<file path="config.mk">
export PLATFORM = sky130hd
export DESIGN_NAME = lcd_cmd_sequencer_flat
export DESIGN_NICKNAME = d
export VERILOG_FILES = /design/src/rtl/lcd_cmd_sequencer_if.sv /design/src/rtl/lcd_cmd_sequencer.sv /design/src/flat_wrapper.sv
export SDC_FILE = /design/constraint.sdc
export NUM_CORES = 1
export LEC_CHECK = 0
export CAP_MARGIN = 10
export CORE_MARGIN = 3
export CORE_UTILIZATION = 50
export DETAILED_ROUTE_END_ITERATION = 6
export PLACE_DENSITY = 0.78
export SLEW_MARGIN = 5
export SYNTH_ARGS = -nofsm -noshare
export SYNTH_HDL_FRONTEND = slang
export SYNTH_SLANG_ARGS = --single-unit
</file>
<file path="constraint.sdc">
create_clock -name clk -period 3.2 [get_ports clk]
set_clock_uncertainty 0.2 [all_clocks]
set_input_delay 0.32 -clock clk [delete_from_list [all_inputs] [get_ports clk]]
set_output_delay 0.32 -clock clk [all_outputs]
set_load 0.005 [all_outputs]
</file>
<file path="src/rtl/lcd_cmd_sequencer_if.sv">
// Host-side FIFO push port and display-controller command port of the sequencer.
// The slave modport is the sequencer. The master modport is the host/controller side.
interface lcd_cmd_sequencer_if #(
    parameter int DEPTH = 8,
    parameter int AW    = 3
);
    logic          push;
    logic [3:0]    push_cmd;
    logic          full;
    logic [AW:0]   level;
    logic          overflow;
    logic          bad_cmd;
    logic          lcd_busy;
    logic          lcd_done;
    logic [3:0]    lcd_cmd;
    logic          lcd_cmd_valid;
    logic          seq_idle;
    logic          finished;
    logic [7:0]    issued_cnt;

    modport master (
        output push, push_cmd, lcd_busy, lcd_done,
        input  full, level, overflow, bad_cmd, lcd_cmd, lcd_cmd_valid,
               seq_idle, finished, issued_cnt
    );

    modport slave (
        input  push, push_cmd, lcd_busy, lcd_done,
        output full, level, overflow, bad_cmd, lcd_cmd, lcd_cmd_valid,
               seq_idle, finished, issued_cnt
    );
endinterface

</file>
<file path="src/rtl/lcd_cmd_sequencer.sv">
// Queues 4-bit display commands and issues them one at a time to the display
// controller when it is not busy. Stops for good after the Write command (0) completes.
module lcd_cmd_sequencer #(
    parameter int DEPTH = 8,
    parameter int AW    = 3
) (
    input  logic                 clk,
    input  logic                 reset,
    lcd_cmd_sequencer_if.slave   bus
);
    typedef enum logic [2:0] {
        ST_INIT, ST_IDLE, ST_ISSUE, ST_GUARD, ST_WAIT, ST_WAIT_DONE, ST_FINISHED
    } state_t;

    localparam logic [AW:0] FULL_LVL = (AW+1)'(DEPTH);

    state_t         state_q, state_d;
    logic [AW-1:0]  wr_ptr_q, wr_ptr_d, rd_ptr_q, rd_ptr_d;
    logic [AW:0]    level_q, level_d;
    logic [3:0]     mem_q [DEPTH];
    logic [3:0]     head_q, head_d;
    logic           head_vld_q, head_vld_d;
    logic           overflow_q, overflow_d;
    logic           bad_cmd_q, bad_cmd_d;
    logic [3:0]     lcd_cmd_q, lcd_cmd_d;
    logic           lcd_cmd_valid_q, lcd_cmd_valid_d;
    logic [7:0]     issued_cnt_q, issued_cnt_d;
    logic           full, push_ok, pop;

    assign full    = (level_q == FULL_LVL);
    assign push_ok = bus.push && !full;

    always_comb begin
        state_d         = state_q;
        wr_ptr_d        = wr_ptr_q;
        rd_ptr_d        = rd_ptr_q;
        level_d         = level_q;
        overflow_d      = overflow_q;
        bad_cmd_d       = bad_cmd_q;
        lcd_cmd_d       = lcd_cmd_q;
        lcd_cmd_valid_d = 1'b0;
        issued_cnt_d    = issued_cnt_q;
        pop             = 1'b0;

        unique case (state_q)
            ST_INIT:      if (!bus.lcd_busy) state_d = ST_IDLE;
            ST_IDLE: begin
                if (head_vld_q && !bus.lcd_busy) begin
                    pop = 1'b1;
                    if (head_q <= 4'd12) begin
                        lcd_cmd_d       = head_q;
                        lcd_cmd_valid_d = 1'b1;
                        state_d         = ST_ISSUE;
                    end else begin
                        bad_cmd_d = 1'b1;
                    end
                end
            end
            ST_ISSUE: begin
                if (issued_cnt_q != 8'hFF) issued_cnt_d = issued_cnt_q + 8'd1;
                state_d = ST_GUARD;
            end
            ST_GUARD:     state_d = (lcd_cmd_q == 4'd0) ? ST_WAIT_DONE : ST_WAIT;
            ST_WAIT:      if (!bus.lcd_busy) state_d = ST_IDLE;
            ST_WAIT_DONE: if (bus.lcd_done) state_d = ST_FINISHED;
            ST_FINISHED:  state_d = ST_FINISHED;
            default:      state_d = ST_INIT;
        endcase

        if (push_ok) wr_ptr_d = wr_ptr_q + AW'(1);
        if (pop)     rd_ptr_d = rd_ptr_q + AW'(1);
        unique case ({push_ok, pop})
            2'b10:   level_d = level_q + (AW+1)'(1);
            2'b01:   level_d = level_q - (AW+1)'(1);
            default: level_d = level_q;
        endcase
        if (bus.push && full) overflow_d = 1'b1;

        // Head is re-registered every cycle; it is stale for one cycle after a pop.
        head_d     = mem_q[rd_ptr_q];
        head_vld_d = (level_q != '0) && !pop;
    end

    always_ff @(posedge clk) begin
        if (push_ok) mem_q[wr_ptr_q] <= bus.push_cmd;
    end

    always_ff @(posedge clk or posedge reset) begin
        if (reset) begin
            state_q         <= ST_INIT;
            wr_ptr_q        <= '0;
            rd_ptr_q        <= '0;
            level_q         <= '0;
            head_q          <= '0;
            head_vld_q      <= 1'b0;
            overflow_q      <= 1'b0;
            bad_cmd_q       <= 1'b0;
            lcd_cmd_q       <= '0;
            lcd_cmd_valid_q <= 1'b0;
            issued_cnt_q    <= '0;
        end else begin
            state_q         <= state_d;
            wr_ptr_q        <= wr_ptr_d;
            rd_ptr_q        <= rd_ptr_d;
            level_q         <= level_d;
            head_q          <= head_d;
            head_vld_q      <= head_vld_d;
            overflow_q      <= overflow_d;
            bad_cmd_q       <= bad_cmd_d;
            lcd_cmd_q       <= lcd_cmd_d;
            lcd_cmd_valid_q <= lcd_cmd_valid_d;
            issued_cnt_q    <= issued_cnt_d;
        end
    end

    assign bus.full          = full;
    assign bus.level         = level_q;
    assign bus.overflow      = overflow_q;
    assign bus.bad_cmd       = bad_cmd_q;
    assign bus.lcd_cmd       = lcd_cmd_q;
    assign bus.lcd_cmd_valid = lcd_cmd_valid_q;
    assign bus.seq_idle      = (state_q == ST_IDLE) && (level_q == '0);
    assign bus.finished      = (state_q == ST_FINISHED);
    assign bus.issued_cnt    = issued_cnt_q;
endmodule
</file>
<file path="src/flat_wrapper.sv">
// flat-port wrapper written by rule: the top's interface ports become plain ports
module lcd_cmd_sequencer_flat 
#(
    parameter int DEPTH = 8,
    parameter int AW    = 3
)
  (clk, reset, bus_push, bus_push_cmd, bus_lcd_busy, bus_lcd_done, bus_full, bus_level, bus_overflow, bus_bad_cmd, bus_lcd_cmd, bus_lcd_cmd_valid, bus_seq_idle, bus_finished, bus_issued_cnt);
  lcd_cmd_sequencer_if #(.DEPTH(DEPTH), .AW(AW)) bus_i ();
  input  logic clk;
  input  logic reset;
  input wire logic [$bits(bus_i.push)-1:0] bus_push;
  input wire logic [$bits(bus_i.push_cmd)-1:0] bus_push_cmd;
  input wire logic [$bits(bus_i.lcd_busy)-1:0] bus_lcd_busy;
  input wire logic [$bits(bus_i.lcd_done)-1:0] bus_lcd_done;
  output wire logic [$bits(bus_i.full)-1:0] bus_full;
  output wire logic [$bits(bus_i.level)-1:0] bus_level;
  output wire logic [$bits(bus_i.overflow)-1:0] bus_overflow;
  output wire logic [$bits(bus_i.bad_cmd)-1:0] bus_bad_cmd;
  output wire logic [$bits(bus_i.lcd_cmd)-1:0] bus_lcd_cmd;
  output wire logic [$bits(bus_i.lcd_cmd_valid)-1:0] bus_lcd_cmd_valid;
  output wire logic [$bits(bus_i.seq_idle)-1:0] bus_seq_idle;
  output wire logic [$bits(bus_i.finished)-1:0] bus_finished;
  output wire logic [$bits(bus_i.issued_cnt)-1:0] bus_issued_cnt;
  assign bus_i.push = bus_push;
  assign bus_i.push_cmd = bus_push_cmd;
  assign bus_i.lcd_busy = bus_lcd_busy;
  assign bus_i.lcd_done = bus_lcd_done;
  assign bus_full = bus_i.full;
  assign bus_level = bus_i.level;
  assign bus_overflow = bus_i.overflow;
  assign bus_bad_cmd = bus_i.bad_cmd;
  assign bus_lcd_cmd = bus_i.lcd_cmd;
  assign bus_lcd_cmd_valid = bus_i.lcd_cmd_valid;
  assign bus_seq_idle = bus_i.seq_idle;
  assign bus_finished = bus_i.finished;
  assign bus_issued_cnt = bus_i.issued_cnt;
  lcd_cmd_sequencer #(.DEPTH(DEPTH), .AW(AW)) u_core (.clk(clk), .reset(reset), .bus(bus_i));
endmodule
</file>
==> metrics.txt, run 1 <==
syn avg cell area=15.1 sq um; synth warn=0; share of cells above drive strength 1=about 18%; Cells after Synth=between 150 and 200; register clock-pin slew on the reported worst setup and hold paths=0.07 ns; Gate power share=~29%; WP data arrival=~2.6 ns; Crit path required time=~3.2 ns; final setup margin=~0.6 ns; reg2reg end=u_core.bus.level[2]; worst min path class=input port to async pin; vias in the first global route=about 1.6k; Filler Cell Count=about 380; input/output buffers=30; Initial Util=roughly 53%; drt wl/cell=15.8 microns; Async S/R FF share, synth=between 50% and 60%; Setup Fix Bufs, Post-CTS=0; Die Ht=80.7 microns; CTS tree=done; # clock sinks=65; design area=about 3400 sq um; status=finished, final reports clean; Reg power frac=between 40% and 50%; Die ar.=between 6000 and 7000 sq um; Switching Share=slightly above 30%; Max Clk Rate=around 380 MHz; crit path launch type=register; Top-Level Pins=31; Max Cap Viol=0; Least-Margin Pin Slew=about 0.70 ns; ranking of synthesized cells by area=edfxtp_1 34%, dfrtp_1 30%, mux4_2 6.5%, ha_1 2.7%, mux2_2 2.4%; top_reg_cell synth=dfrtp_1; maximum vdd drop=roughly 0.48 mV; Layout Area Growth over Synthesis=21.0%; commonest non-fill, non-tap cell in the layout=dfrtp_1; Post-DP HPWL=~3.2 mm; die span in x=between 80 and 90 microns; Num CTS Buffers=9; share of the synthesized area in the top cell type=34.5%; Post-Syn Area=roughly 2800 sq um; CP Capture Type=register; Synth area leader=edfxtp_1; DRC viols=0; Crit Path Class=register to register; WL final=4.72 mm; vias=about 1.6k; post-route ant nets=0; clk root buf=clkbuf_8; Pint=2.14 mW; Max Fanout on Critical Path=8; LEAKAGE=between 1 and 1.5 nW; drt pass-1 iters=4; origin of the critical flop-to-flop path=u_core.bus.level[1]; Iteration-0 DRC Markers=88; Final nets=238; FF+latch count, synth=65; GPL Wtd Cong=between 0.7 and 0.8; Tcrit/Tclk final=between 80% and 90%; core area=5240 sq um; sequential fraction of the synthesis area=64.1%; hold-fix buffer count after cts=0; RSZ-0062 raised after global routing=no; Register Area=around 1800 sq um; pin count of the biggest net entering global routing=34; DP Area=~3200 sq um; diodes inserted=0; Setup Viol. Count Final=0; Synth cell types=48; clock network fraction of design power=between 20% and 30%; Setup TNS Final=0 ns; fin util=about 64%; most frequent cells in the layout=33 x dfrtp_1, 32 x edfxtp_1, 30 x clkdlybuf4s50_1; Slew Viols, Final=0; Post-CTS Resized=0; Setup WS pre-CTS=0.508 ns; pwr dens=between 900 and 1000 nW/um^2; Final Hold Fails=0; worst skew pair latency=0.34 ns; routed vias/inst=~5.4; all-layer global routing usage=between 10% and 20%; area of the multi-input gates=about 940 sq um; min Tclk post-route=2.61 ns; NetSw=~0.95 mW; first-pass GRT wire length=7.95 mm; # H-tree levels=3; FP Rows=26; Slew headroom=roughly 53%; flop-to-flop setup slack=around 0.6 ns; syn nets=200; clk buf depth=2; GR Overflow Total=0; initial antenna violation count=0; r2r worst-path depth=10; Post-synth EDFFs=32
## registers in the layout, summed over array words and instances (netlist names)
signal and flops:
u_core.mem_q 32, u_core.bus.issued_cnt 8, u_core.bus.lcd_cmd 4, u_core.bus.level 4
u_core.head_q 4, u_core.rd_ptr_q 3, u_core.state_q 3, u_core.wr_ptr_q 3
u_core.bus.bad_cmd 1, u_core.bus.lcd_cmd_valid 1, u_core.bus.overflow 1, u_core.head_vld_q 1
## Yosys cell counts, types with 2 or more instances
cell type / count
mux2_2: 6
mux4_2: 8
nand2_1: 13
nor3_1: 6
inv_1: 3
o22a_1: 2
a21oi_1: 7
xor2_1: 6
nor2b_1: 4
ha_1: 6
nor2_1: 7
and3_1: 2
nand3_1: 3
nand4_1: 3
dfrtp_1: 33
buf_6: 2
edfxtp_1: 32
nand2b_1: 3
xnor2_1: 7
mux2_4: 2
o21ai_0: 3
## routing by layer
metal	GRT usage (%)	vias to the layer above	routed length [microns]
li1	-	770	-
met5	0	-	0
met2	26.7	41	2310
met3	5.27	9	232
met1	20.6	791	2070
met4	9.46	0	107
## power groups by stage
stage	Clock, mW	Combinational [mW]	Sequential (mW)
final	0.767	0.908	1.42
after global routing	0.819	1.01	1.47
after CTS	0.780	0.927	1.42
after detailed placement	0	0.916	1.44
after global placement	0	0.889	1.43
after floorplan	0	0.666	1.32
## worst max-delay path, stage by stage (launching register included)
cell	delay [ns]
dfrtp_1	0.47
nor4b_2	0.42
nor2b_1	0.16
inv_2	0.16
ha_1	0.26
xor2_1	0.10
ha_1	0.18
a21oi_1	0.16
xor2_1	0.18
nor2_1	0.07
xor2_1	0.14
## kinds of logic (layout without fill, tap and decap cells)
logic type / Yosys count / in the layout / share of synthesized area [%]
buf+inv: 10 / 53 / 2.11
compound gates: 20 / 20 / 4.72
mux: 18 / 18 / 10.7
simple gates: 53 / 53 / 11.5
fa+ha+maj: 6 / 6 / 2.69
xor+xnor: 13 / 13 / 4.09
flops: 65 / 65 / 64.1
## per-stage QoR
step | power [mW] | hold slack, ns | cells
2_1_floorplan | 1.99 | 0.219 | 185
3_3_place_gp | 2.32 | 0.246 | 282
3_5_place_dp | 2.35 | 0.248 | 282
4_1_cts | 3.13 | 0.172 | 298
5_1_grt | 3.30 | 0.202 | 298
6_report | 3.09 | 0.172 | 298
## area by class of cell
class / count / share of cell area [%]
clock buffer: 10 / 3.79
clock inverter: 6 / 2.75
inverter: 5 / 0.594
multi-input combinational: 110 / 27.9
sequential: 65 / 53.0
tap: 70 / 2.60
timing repair buffer: 32 / 9.35
## how the worst max path moves through the flow
stage                                      to  cells past startpoint           startpoint  slack (ns)
after global placement    u_core.bus.level[2]                     11         bus_lcd_busy        0.59
after floorplan           u_core.bus.level[2]                     10  u_core.bus.level[1]        0.81
after detailed placement  u_core.bus.level[2]                     10             bus_push        0.51
final                     u_core.bus.level[2]                     10  u_core.bus.level[1]        0.59
after global routing      u_core.bus.level[2]                     10  u_core.bus.level[1]        0.34
after CTS                 u_core.bus.level[2]                     10  u_core.bus.level[1]        0.55
No activity file was read; power rests on OpenSTA's default activity.
==> run 2: changes to the inputs <==
clock period = 2.6 ns   (was 3.2 ns; I/O delays follow)
==> run 2 against run 1 <==
Against the previous run: setup slack worse by 0.46 ns; clock power increased by 34%; register-to-register slack worse by 0.35 ns; first-iteration DRC count decreased by 43%; combinational power up 31%; critical endpoint is now bus_seq_idle; largest power group unchanged.
==> metrics.txt, run 2 (synthesis gave the netlist of run 1 again) <==
drt wl/cell=between 15 and 20 microns; Num CTS Buffers=9; Setup WS pre-CTS=0.116 ns; routed vias/inst=5.28; first-pass GRT wire length=~8.0 mm; Max Clk Rate=~400 MHz; RSZ-0062 raised after global routing=no; diodes inserted=0; LEAKAGE=roughly 1.3 nW; fin util=around two thirds; post-route ant nets=0; Slew Viols, Final=0; FP Rows=26; Crit path required time=approximately 2.1 ns; Tcrit/Tclk final=between 90 and 100%; all-layer global routing usage=between 10% and 20%; Final Hold Fails=0; WL final=between 4 and 5 mm; WP data arrival=roughly 2 ns; clk buf depth=2; Setup TNS Final=0 ns; Iteration-0 DRC Markers=50; Setup Viol. Count Final=0; Initial Util=between 50 and 60%; input/output buffers=30; Least-Margin Pin Slew=around 0.60 ns; pwr dens=around 1100 nW/um^2; crit path launch type=register; worst min path class=input port to async pin; Largest register FFs=32; final setup margin=roughly 0.13 ns; Worst path top cell family by delay=buffers and inverters; DRC viols=0; Buf+Inv Stages, Crit Path=2; worst skew pair latency=0.33 ns; GR Overflow Total=0; Register Area=roughly 1800 sq um; Filler Cell Count=about 380; die span in x=slightly above 80 microns; status=finished, final reports clean; most frequent cells in the layout=32 x dfrtp_1, 32 x edfxtp_1, 30 x clkdlybuf4s50_1; vias in the first global route=~1.7k; Die Ht=a little over 80 microns; maximum vdd drop=around 0.57 mV; # H-tree levels=3; CP Capture Type=output port; share of cells above drive strength 1=between 20% and 30%; hold-fix buffer count after cts=0; Max Fanout on Critical Path=6; Top-Level Pins=31; CTS tree=done; Finished Layout Cells=309; Post-DP HPWL=3.29 mm; crit path cell chain=buf_4, or4_1, nor3_1, clkdlybuf4s50_1; slowest CP cell=clkdlybuf4s50_1; pin count of the biggest net entering global routing=34; Die ar.=6500 sq um; clk root buf=clkbuf_8; register clock-pin slew on the reported worst setup and hold paths=approximately 0.07 ns; Placed Cells=about 290; Crit Path Class=register to output port; Layout Area Growth over Synthesis=24.7%; initial antenna violation count=0; # clock sinks=between 60 and 70; Final nets=approximately 250; drt pass-1 iters=4; Slew headroom=between 50 and 60%; core area=5240 sq um; area of the multi-input gates=roughly 940 sq um; Max Cap Viol=0; GPL Wtd Cong=approximately 0.8; Biggest register=u_core.mem_q; vias=between 1.5k and 2k; Critical Path Max Stage Delay=0.52 ns; flop-to-flop setup slack=0.24 ns; min Tclk post-route=between 2 and 2.5 ns
==> run 2: changes by cell type in the layout (fill, tap and decap cells not counted), sizes merged <==
cell,change
buf,+11
clkinv,-1
inv,+1
bufinv,+1
clkbuf,-1
==> run 2: final cells by class <==
class	count	area share (%)
sequential	65	51.4
multi-input combinational	110	27.1
timing repair buffer	43	11.4
clock buffer	9	3.56
clock inverter	7	3.38
tap	70	2.52
inverter	5	0.576
==> run 2: power by group <==
group,internal (mW),switching [mW]
logic,0.753,0.435
clock network,0.636,0.393
registers,1.39,0.347
==> run 2: worst register-to-register path, delay by kind of cell (launching register included) <==
kind            cells  cell delay [ns]
simple gates        3             0.51
flops               1             0.47
fa+ha+maj           2             0.39
xor+xnor            3             0.38
buf+inv             1             0.15
compound gates      1             0.15
==> run 2: final timing paths <==
kind | from | end | depth (start not counted)
max in group asynchronous | reset | u_core.bus.level[0] | 3
hold reg to reg | u_core.bus.overflow | u_core.bus.overflow | 1
setup / recovery | u_core.bus.level[2] | bus_seq_idle | 4
min in group clk | u_core.bus.overflow | u_core.bus.overflow | 1
setup reg to reg | u_core.bus.level[0] | u_core.bus.level[2] | 10
hold / removal | reset | u_core.bus.level[3] | 3
==> run 2: per-stage QoR <==
step           power [mW]  area [sq um]  hold slack (ns)
6_report             3.96          3480            0.102
4_1_cts              4.01          3470            0.104
5_1_grt              4.21          3480            0.139
2_1_floorplan        2.45          2790            0.159
3_3_place_gp         2.91          3230            0.243
3_5_place_dp         2.96          3230            0.247
==> run 2: routing by layer <==
metal,vias to the layer above,part of all wire (%),GRT usage [%]
li1,782,-,-
met2,32,49,27.6
met3,14,3.6,3.81
met4,0,2.9,11.1
met1,803,44,19.9
met5,-,0,0
==> run 2: timing repair <==
action	4_1_cts	5_1_grt
endpoints found under the hold margin	0	0
gates resized for setup	0	1
endpoints found under the setup margin	0	1
buffers inserted	0	0
==> run 3: changes to the inputs <==
TNS_END_PERCENT = 5   (was default)
==> results of run 3 <==
No change in the layout: final DEF, timing and power equal those of run 2.
